## src/rtl/calc_pkg.sv

```systemverilog
// Shared types and constants for the two-operand calculator sequencer.
// Holds the FSM state encoding, the ALU function codes and the default data width.
package calc_pkg;

    localparam int DEFAULT_WIDTH = 32;

    typedef enum logic [1:0] {
        IDLE   = 2'd0,
        WAIT_B = 2'd1,
        EXEC   = 2'd2,
        DONE   = 2'd3
    } calc_state_t;

    typedef logic [1:0] func_t;

    // The sequencer only carries these codes through to the ALU.
    localparam func_t FUNC_ADD = 2'b00;
    localparam func_t FUNC_SUB = 2'b01;
    localparam func_t FUNC_AND = 2'b10;
    localparam func_t FUNC_ORR = 2'b11;

endpackage

```

## src/rtl/calc_sequencer_if.sv

```systemverilog
// Token-in / result-out handshake bundle between the sequencer and its neighbours.
// master = the producer/consumer side, slave = the sequencer itself.
interface calc_sequencer_if #(
    parameter int WIDTH = calc_pkg::DEFAULT_WIDTH
);
    import calc_pkg::*;

    logic             in_valid;
    logic             in_ready;
    logic [WIDTH-1:0] in_data;
    func_t            in_func;

    logic [WIDTH-1:0] res;
    logic [3:0]       NZCV;
    logic             V_sticky;
    logic             res_valid;
    logic             res_ready;

    modport master (
        output in_valid, in_data, in_func, res_ready,
        input  in_ready, res, NZCV, V_sticky, res_valid
    );

    modport slave (
        input  in_valid, in_data, in_func, res_ready,
        output in_ready, res, NZCV, V_sticky, res_valid
    );

endinterface

```

## src/rtl/calc_flag_reg.sv

```systemverilog
// Result flag store: NZCV captured with the result, plus a sticky overflow bit.
// clear drops only the sticky bit; NZCV keeps its last captured value.
module calc_flag_reg (
    input  logic       clk,
    input  logic       rst,
    input  logic       capture,
    input  logic       clear,
    input  logic [3:0] nzcv_d,
    output logic [3:0] nzcv,
    output logic       v_sticky
);

    always_ff @(posedge clk or posedge rst) begin
        if (rst) begin
            nzcv <= 4'b0000;
        end else if (capture) begin
            nzcv <= nzcv_d;
        end
    end

    always_ff @(posedge clk or posedge rst) begin
        if (rst) begin
            v_sticky <= 1'b0;
        end else if (clear) begin
            v_sticky <= 1'b0;
        end else if (capture && nzcv_d[0]) begin
            v_sticky <= 1'b1;
        end
    end

endmodule

```

## src/rtl/calc_sequencer.sv

```systemverilog
// Collects operand A then B+Func, runs one ALU cycle, then holds res/NZCV until res_ready.
// Result is valid two cycles after the cycle that presents B; CALC_CHAIN_EN feeds res back as A.
module calc_sequencer
    import calc_pkg::*;
#(
    parameter int WIDTH = DEFAULT_WIDTH
) (
    input  logic             clk,
    input  logic             rst,
    input  logic             clr,
    calc_sequencer_if.slave  io,
    output logic [WIDTH-1:0] A,
    output logic [WIDTH-1:0] B,
    output func_t            Func,
    input  logic [WIDTH-1:0] alu_out,
    input  logic             alu_C,
    input  logic             alu_Z,
    input  logic             alu_N,
    input  logic             alu_V
);

    calc_state_t      state;
    calc_state_t      state_nxt;

    logic             in_ready;
    logic             res_valid;
    logic             load_a;
    logic             load_b;
    logic             capture;
    logic             a_from_res;

    logic [WIDTH-1:0] res_q;
    logic [3:0]       nzcv_q;
    logic             v_sticky_q;

    always_ff @(posedge clk or posedge rst) begin
        if (rst) begin
            state <= IDLE;
        end else begin
            state <= state_nxt;
        end
    end

    // clr wins over every other transition, including a result handoff.
    always_comb begin
        state_nxt = state;
        if (clr) begin
            state_nxt = IDLE;
        end else begin
            case (state)
                IDLE:    if (io.in_valid) state_nxt = WAIT_B;
                WAIT_B:  if (io.in_valid) state_nxt = EXEC;
                EXEC:    state_nxt = DONE;
                DONE: begin
                    if (io.res_ready) begin
`ifdef CALC_CHAIN_EN
                        state_nxt = WAIT_B;
`else
                        state_nxt = IDLE;
`endif
                    end
                end
                default: state_nxt = IDLE;
            endcase
        end
    end

    always_comb begin
        in_ready   = 1'b0;
        res_valid  = 1'b0;
        load_a     = 1'b0;
        load_b     = 1'b0;
        capture    = 1'b0;
        a_from_res = 1'b0;
        case (state)
            IDLE: begin
                in_ready = 1'b1;
                load_a   = io.in_valid && !clr;
            end
            WAIT_B: begin
                in_ready = 1'b1;
                load_b   = io.in_valid && !clr;
            end
            EXEC: begin
                capture = !clr;
            end
            DONE: begin
                res_valid = 1'b1;
`ifdef CALC_CHAIN_EN
                a_from_res = io.res_ready && !clr;
`endif
            end
            default: begin
                in_ready = 1'b0;
            end
        endcase
    end

    always_ff @(posedge clk or posedge rst) begin
        if (rst) begin
            A <= '0;
        end else if (load_a) begin
            A <= io.in_data;
        end else if (a_from_res) begin
            A <= res_q;
        end
    end

    always_ff @(posedge clk or posedge rst) begin
        if (rst) begin
            B    <= '0;
            Func <= FUNC_ADD;
        end else if (load_b) begin
            B    <= io.in_data;
            Func <= io.in_func;
        end
    end

    always_ff @(posedge clk or posedge rst) begin
        if (rst) begin
            res_q <= '0;
        end else if (capture) begin
            res_q <= alu_out;
        end
    end

    calc_flag_reg u_flags (
        .clk      (clk),
        .rst      (rst),
        .capture  (capture),
        .clear    (clr),
        .nzcv_d   ({alu_N, alu_Z, alu_C, alu_V}),
        .nzcv     (nzcv_q),
        .v_sticky (v_sticky_q)
    );

    assign io.in_ready  = in_ready;
    assign io.res_valid = res_valid;
    assign io.res       = res_q;
    assign io.NZCV      = nzcv_q;
    assign io.V_sticky  = v_sticky_q;

endmodule

```

## src/flat_wrapper.sv

```systemverilog
// flat-port wrapper written by rule: the top's interface ports become plain ports
module calc_sequencer_flat import calc_pkg::*;
#(
    parameter int WIDTH = DEFAULT_WIDTH
)
  (clk, rst, clr, A, B, Func, alu_out, alu_C, alu_Z, alu_N, alu_V, io_in_valid, io_in_data, io_in_func, io_res_ready, io_in_ready, io_res, io_NZCV, io_V_sticky, io_res_valid);
  calc_sequencer_if #(.WIDTH(WIDTH)) io_i ();
  input  logic clk;
  input  logic rst;
  input  logic clr;
  output logic [WIDTH-1:0] A;
  output logic [WIDTH-1:0] B;
  output func_t Func;
  input  logic [WIDTH-1:0] alu_out;
  input  logic alu_C;
  input  logic alu_Z;
  input  logic alu_N;
  input  logic alu_V;
  input wire logic [$bits(io_i.in_valid)-1:0] io_in_valid;
  input wire logic [$bits(io_i.in_data)-1:0] io_in_data;
  input wire logic [$bits(io_i.in_func)-1:0] io_in_func;
  input wire logic [$bits(io_i.res_ready)-1:0] io_res_ready;
  output wire logic [$bits(io_i.in_ready)-1:0] io_in_ready;
  output wire logic [$bits(io_i.res)-1:0] io_res;
  output wire logic [$bits(io_i.NZCV)-1:0] io_NZCV;
  output wire logic [$bits(io_i.V_sticky)-1:0] io_V_sticky;
  output wire logic [$bits(io_i.res_valid)-1:0] io_res_valid;
  assign io_i.in_valid = io_in_valid;
  assign io_i.in_data = io_in_data;
  assign io_i.in_func = io_in_func;
  assign io_i.res_ready = io_res_ready;
  assign io_in_ready = io_i.in_ready;
  assign io_res = io_i.res;
  assign io_NZCV = io_i.NZCV;
  assign io_V_sticky = io_i.V_sticky;
  assign io_res_valid = io_i.res_valid;
  calc_sequencer #(.WIDTH(WIDTH)) u_core (.clk(clk), .rst(rst), .clr(clr), .io(io_i), .A(A), .B(B), .Func(Func), .alu_out(alu_out), .alu_C(alu_C), .alu_Z(alu_Z), .alu_N(alu_N), .alu_V(alu_V));
endmodule
```

## config.mk

```make
export PLATFORM = sky130hd
export DESIGN_NAME = calc_sequencer_flat
export DESIGN_NICKNAME = d
export VERILOG_FILES = /design/src/rtl/calc_pkg.sv /design/src/rtl/calc_sequencer_if.sv /design/src/rtl/calc_flag_reg.sv /design/src/rtl/calc_sequencer.sv /design/src/flat_wrapper.sv
export SDC_FILE = /design/constraint.sdc
export NUM_CORES = 1
export LEC_CHECK = 0
export CAP_MARGIN = 20
export CORE_ASPECT_RATIO = 1.5
export CORE_MARGIN = 2
export CORE_UTILIZATION = 42
export DETAILED_ROUTE_END_ITERATION = 12
export PLACE_DENSITY = 0.8
export SLEW_MARGIN = 30
export SYNTH_ARGS = -nofsm -noshare
export SYNTH_HDL_FRONTEND = slang
export SYNTH_HIERARCHICAL = 1
export SYNTH_SLANG_ARGS = --single-unit
```

## constraint.sdc

```tcl
create_clock -name clk -period 4.4 [get_ports clk]
set_clock_uncertainty 0.1 [all_clocks]
set_input_delay 1.32 -clock clk [delete_from_list [all_inputs] [get_ports clk]]
set_output_delay 1.32 -clock clk [all_outputs]
set_load 0.02 [all_outputs]
```

## After elaboration in Yosys (flattened, before gate mapping)

Index checks and enable logic that the tools add are counted.

| storage, ports and cells | value |
|---|---|
| memories kept | 0 |
| bits in read-only memories | 0 |
| bits of input ports | 75 |
| logic and storage cells | 32 |
| flip-flop bits (word level) | 105 |
| output and inout port bits | 105 |
| bits in latches | 0 |
| bits in writable memories | 0 |

| operators by class | value |
|---|---|
| muxes and demuxes | 12 |
| divide/modulo/power cells | 0 |
| bitwise gates (word level) | 0 |
| $add $sub $neg | 0 |
| multipliers | 0 |
| shift operators | 0 |
| $lt $le $gt $ge | 0 |
| eq/ne operators | 6 |
| reductions and logical operators | 7 |

Operator list:

| kind | count |
|---|---|
| $ne 3x3->1 const B | 3 |
| $mux 2 | 4 |
| $pmux 2 s4 | 1 |
| $mux 1 | 7 |
| $eq 2x2->1 const B | 2 |
| $reduce_and 3->1 | 1 |
| $eq 2x1->1 const B | 1 |
| $logic_and 1x1->1 | 2 |
| $logic_not 2->1 | 1 |
| $reduce_bool 2->1 | 1 |
| $reduce_or 2->1 | 1 |
| $logic_not 1->1 | 1 |

## Longest topological paths before layout

| logic depth | value |
|---|---|
| depth after elaboration | 5 |
| mapped depth | 7 |
| mapped depth without buffers | 5 |

## Cells and area by module

The synthesis kept the hierarchy.

By module, submodules not included:

| module | instances | seq. area each (sq um) | cells an instance | area an instance (sq um) |
|---|---|---|---|---|
| calc_sequencer | 1 | 2502.4 | 229 | 3976.3 |
| calc_flag_reg | 1 | 125.1 | 12 | 182.7 |

## Worst setup path before layout

Ideal clock, no wire load.

| timing path | value |
|---|---|
| path kind | register to output |
| start | reg u_core.state[0] |
| end | out io_in_ready |
| buffers on the path | 0 |
| stages on the path, launching flop included | 4 |
| setup slack | 1992 ps |
| data required time | 2980 ps |
| arrival time | 988 ps |
| path through | dfrtp_1 > inv_1 > ha_1 > or2_2 |

| between the ends | value |
|---|---|
| word-level cells in the longest chain between the ends | 3 |
| elaborated cells between the ends (all ways) | 4 |
| those cells by class | eq/ne (1); mux (1); reduce/logical (2) |

Ends and longest elaborated chain:

| what | line | source |
|---|---|---|
| start, declared | calc_sequencer.sv:22 | `calc_state_t state;` |
| start signal, assigned | calc_sequencer.sv:40 | `state <= state_nxt;` |
| $eq 2x1->1 / $logic_not 2->1 (equally long branches) | calc_sequencer.sv:75 | `case (state)` |
| $reduce_or 2->1 (no line) (*) | -- |  |
| $mux 1 (*) | calc_sequencer.sv:75 |  |
| end, declared | flat_wrapper.sv:23 | `output wire logic [$bits(io_i.in_ready)-1:0] io_in_ready;` |

Mark *: on every way between the ends. The rest lies on a longest branch, timed or not.

## Worst setup path after layout

Ends and elaborated chain as after synthesis.

==> run summary <==
CTS tree: built
Clk_lat worst skew: 0.34 ns
PostCTS Resize Cnt: 0
Async set or reset register ratio after synthesis: 100%
Hold Buf Count CTS: 0
Pwr dens: 777 nW/µm²
1st-iter DRT viols: 83
Area Growth Syn to Fin: 51.8%
Largest net degree at the start of global routing: 54
GP Congestion: 0.835
Post-Syn Area: 4160 µm²
Post-CTS Setup Inserts: 0
Setup-failing EPs final: 0
Yosys reg bits: 105
Number of remaining DRC errors: 0
RSZ-0062 raised after global routing: false
CP Class: reg2out
Yosys top cell by area: dfrtp_1
# fillers: 707
Commonest cells in the netlist: dfrtp_1, mux2_2, mux2_4
Final TNS setup: 0 ns
Post-DP HPWL: 7130 µm
Initial antenna violation count: 0
Final Hold Vio Count: 0
Row count: 44
Share of cells above drive strength 1: 30.0%
Initial core utilization: 43.2%
Die W: 85.3 µm
First-pass GRT wire length: 14800 µm
Pre-CTS setup slack: 1.06 ns
Max Fclk: 298 MHz
CTS Buf Count: 9
Worst VDD drop: 0.450 mV
Fin nets: 504
CTS sink cnt: 105
Status: complete, no violations
Endpoint class of the critical path: primary output
Grt total ovfl: 0
Ports: 180
Drt total wl: 9510 µm
Least-Margin Pin Slew: 0.823 ns
H-tree depth: 3
Max-Cap Viols: 0
Syn avg cell area: 17.3 µm²
Clk buf depth: 2
Synth warn: 6
Worst-path clk slew: 0.07 ns
Max Slew Vio Count: 0
# diodes: 0
Synth top area share: 63.2%
Arr. time, crit path: 1.93 ns
Top_reg_cell synth: dfrtp_1
Port Buf Inserts: 179
EDFF count, synth: 0
Final Worst Setup Slack: 1.05 ns
Mapped Cells: 241
Post-synthesis sequential area ratio: 63.2%
CTS Root Cell: clkbuf_16
Core Area: 9630 µm²
Vias in the first global route: 2855
Post-DRT Antenna Nets: 0
Area of the multi-input gates: 1410 µm²
TritonRoute pass-1 iters: 4
Area contributors post-synth: dfrtp_1, mux2_2, mux2_4
Crit path max fanout: 4
Die ar.: 10700 µm²
Tmin final: 3.35 ns
Total number of vias: 2605
Critical Path RT: 2.98 ns
Most numerous cell in the Yosys netlist: dfrtp_1
Setup crit start kind: register
Per-cell routed wire length: 17.5 µm
Die height: 126 µm
Relative slew margins: 45.0%
Leak: 2.77 nW
Vias per std cell: 4.78
Mapped Nets: 320
Post-synthesis cell type count: 17
Overall Global Routing Usage: 17.9%
Reg area: 2630 µm²
Min-delay worst type: reg2reg
Final worst path period share: 76.2%
-- flip-flops by register name, summed over array words and instances, names as in the netlist --
register,flops
u_core/state,2
u_core/Func,2
u_core/B,32
u_core/io.res,32
u_core/u_flags/nzcv,4
u_core/u_flags/v_sticky,1
u_core/A,32
-- final timing paths --
kind                            cells after the start  slack [ns]             from                     end
worst max register to register                      4        2.42  u_core/state[0]             u_core/A[7]
worst max-delay path                                4        1.05  u_core/state[0]             io_in_ready
max in group asynchronous                           3        2.14              rst            u_core/A[30]
min in group asynchronous                           2        1.17              rst  u_core/u_flags/nzcv[1]
worst min register to register                      1        0.41     u_core/A[28]            u_core/A[28]
worst min-delay path                                1        0.41     u_core/A[28]            u_core/A[28]
-- layout by cell type, fill, tap and decap left out, drive strengths merged, types with 3 or more instances in the layout --
cell type	synthesis	final
nor2	3	3
inv	5	5
clkinv	0	3
clkbuf	0	10
mux2	103	103
buf	10	4
clkinvlp	0	3
nor2b	3	3
ha	4	4
dfrtp	105	105
clkdlybuf4s50	0	179
-- cell families (layout without fill, tap and decap cells) --
group                    after synthesis  after routing  synth area share [%]
flip-flops                           105            105                  63.2
multiplexers                         104            104                  30.8
buffers and inverters                 15            204                  2.92
AND/OR/NAND/NOR                       11             11                  1.53
adder cells (fa/ha/maj)                4              4                  1.20
AO/OA/AOI/OAI                          2              2                 0.331
-- stage by stage --
| stage | area (µm²) | power, mW | util (%) | std cells | hold slack (ns) |
|---|---|---|---|---|---|
| after floorplan | 4160 | 3.00 | - | 241 | 0.454 |
| after global placement | 6040 | 4.14 | 62.7 | 529 | 0.388 |
| after detailed placement | 6040 | 4.21 | 62.7 | 529 | 0.392 |
| after CTS | 6310 | 4.96 | 65.5 | 545 | 0.410 |
| after global routing | 6310 | 5.14 | 65.5 | 545 | 0.417 |
| final | 6310 | 4.91 | 65.5 | 545 | 0.407 |
-- layer usage --
metal	vias to the layer above	global-route usage [%]	wire (µm)
met5	-	0	0
met4	0	9.62	348
met3	20	3.41	474
met2	88	31.4	5180
met1	1294	20.2	3510
li1	1203	-	-
-- cell type report --
type	instances	share of cell area, %
Clock buffer	10	3.63
Clock inverter	6	0.713
Inverter	5	0.337
Multi-Input combinational cell	121	22.4
Sequential cell	105	41.6
Tap cell	115	2.28
Timing Repair Buffer	183	29.1
-- critical path, cell delays in order, from the launching register on --
cell and delay [ns]:
dfrtp_1 0.40, inv_1 0.10, ha_1 0.22, or2_2 0.31
clkdlybuf4s50_1 0.56
-- power by group --
group	internal (mW)	switching [mW]
registers	1.45	0.257
clock network	0.385	0.352
logic	1.37	1.09
Note: power is estimated with default switching activity, not from simulation.
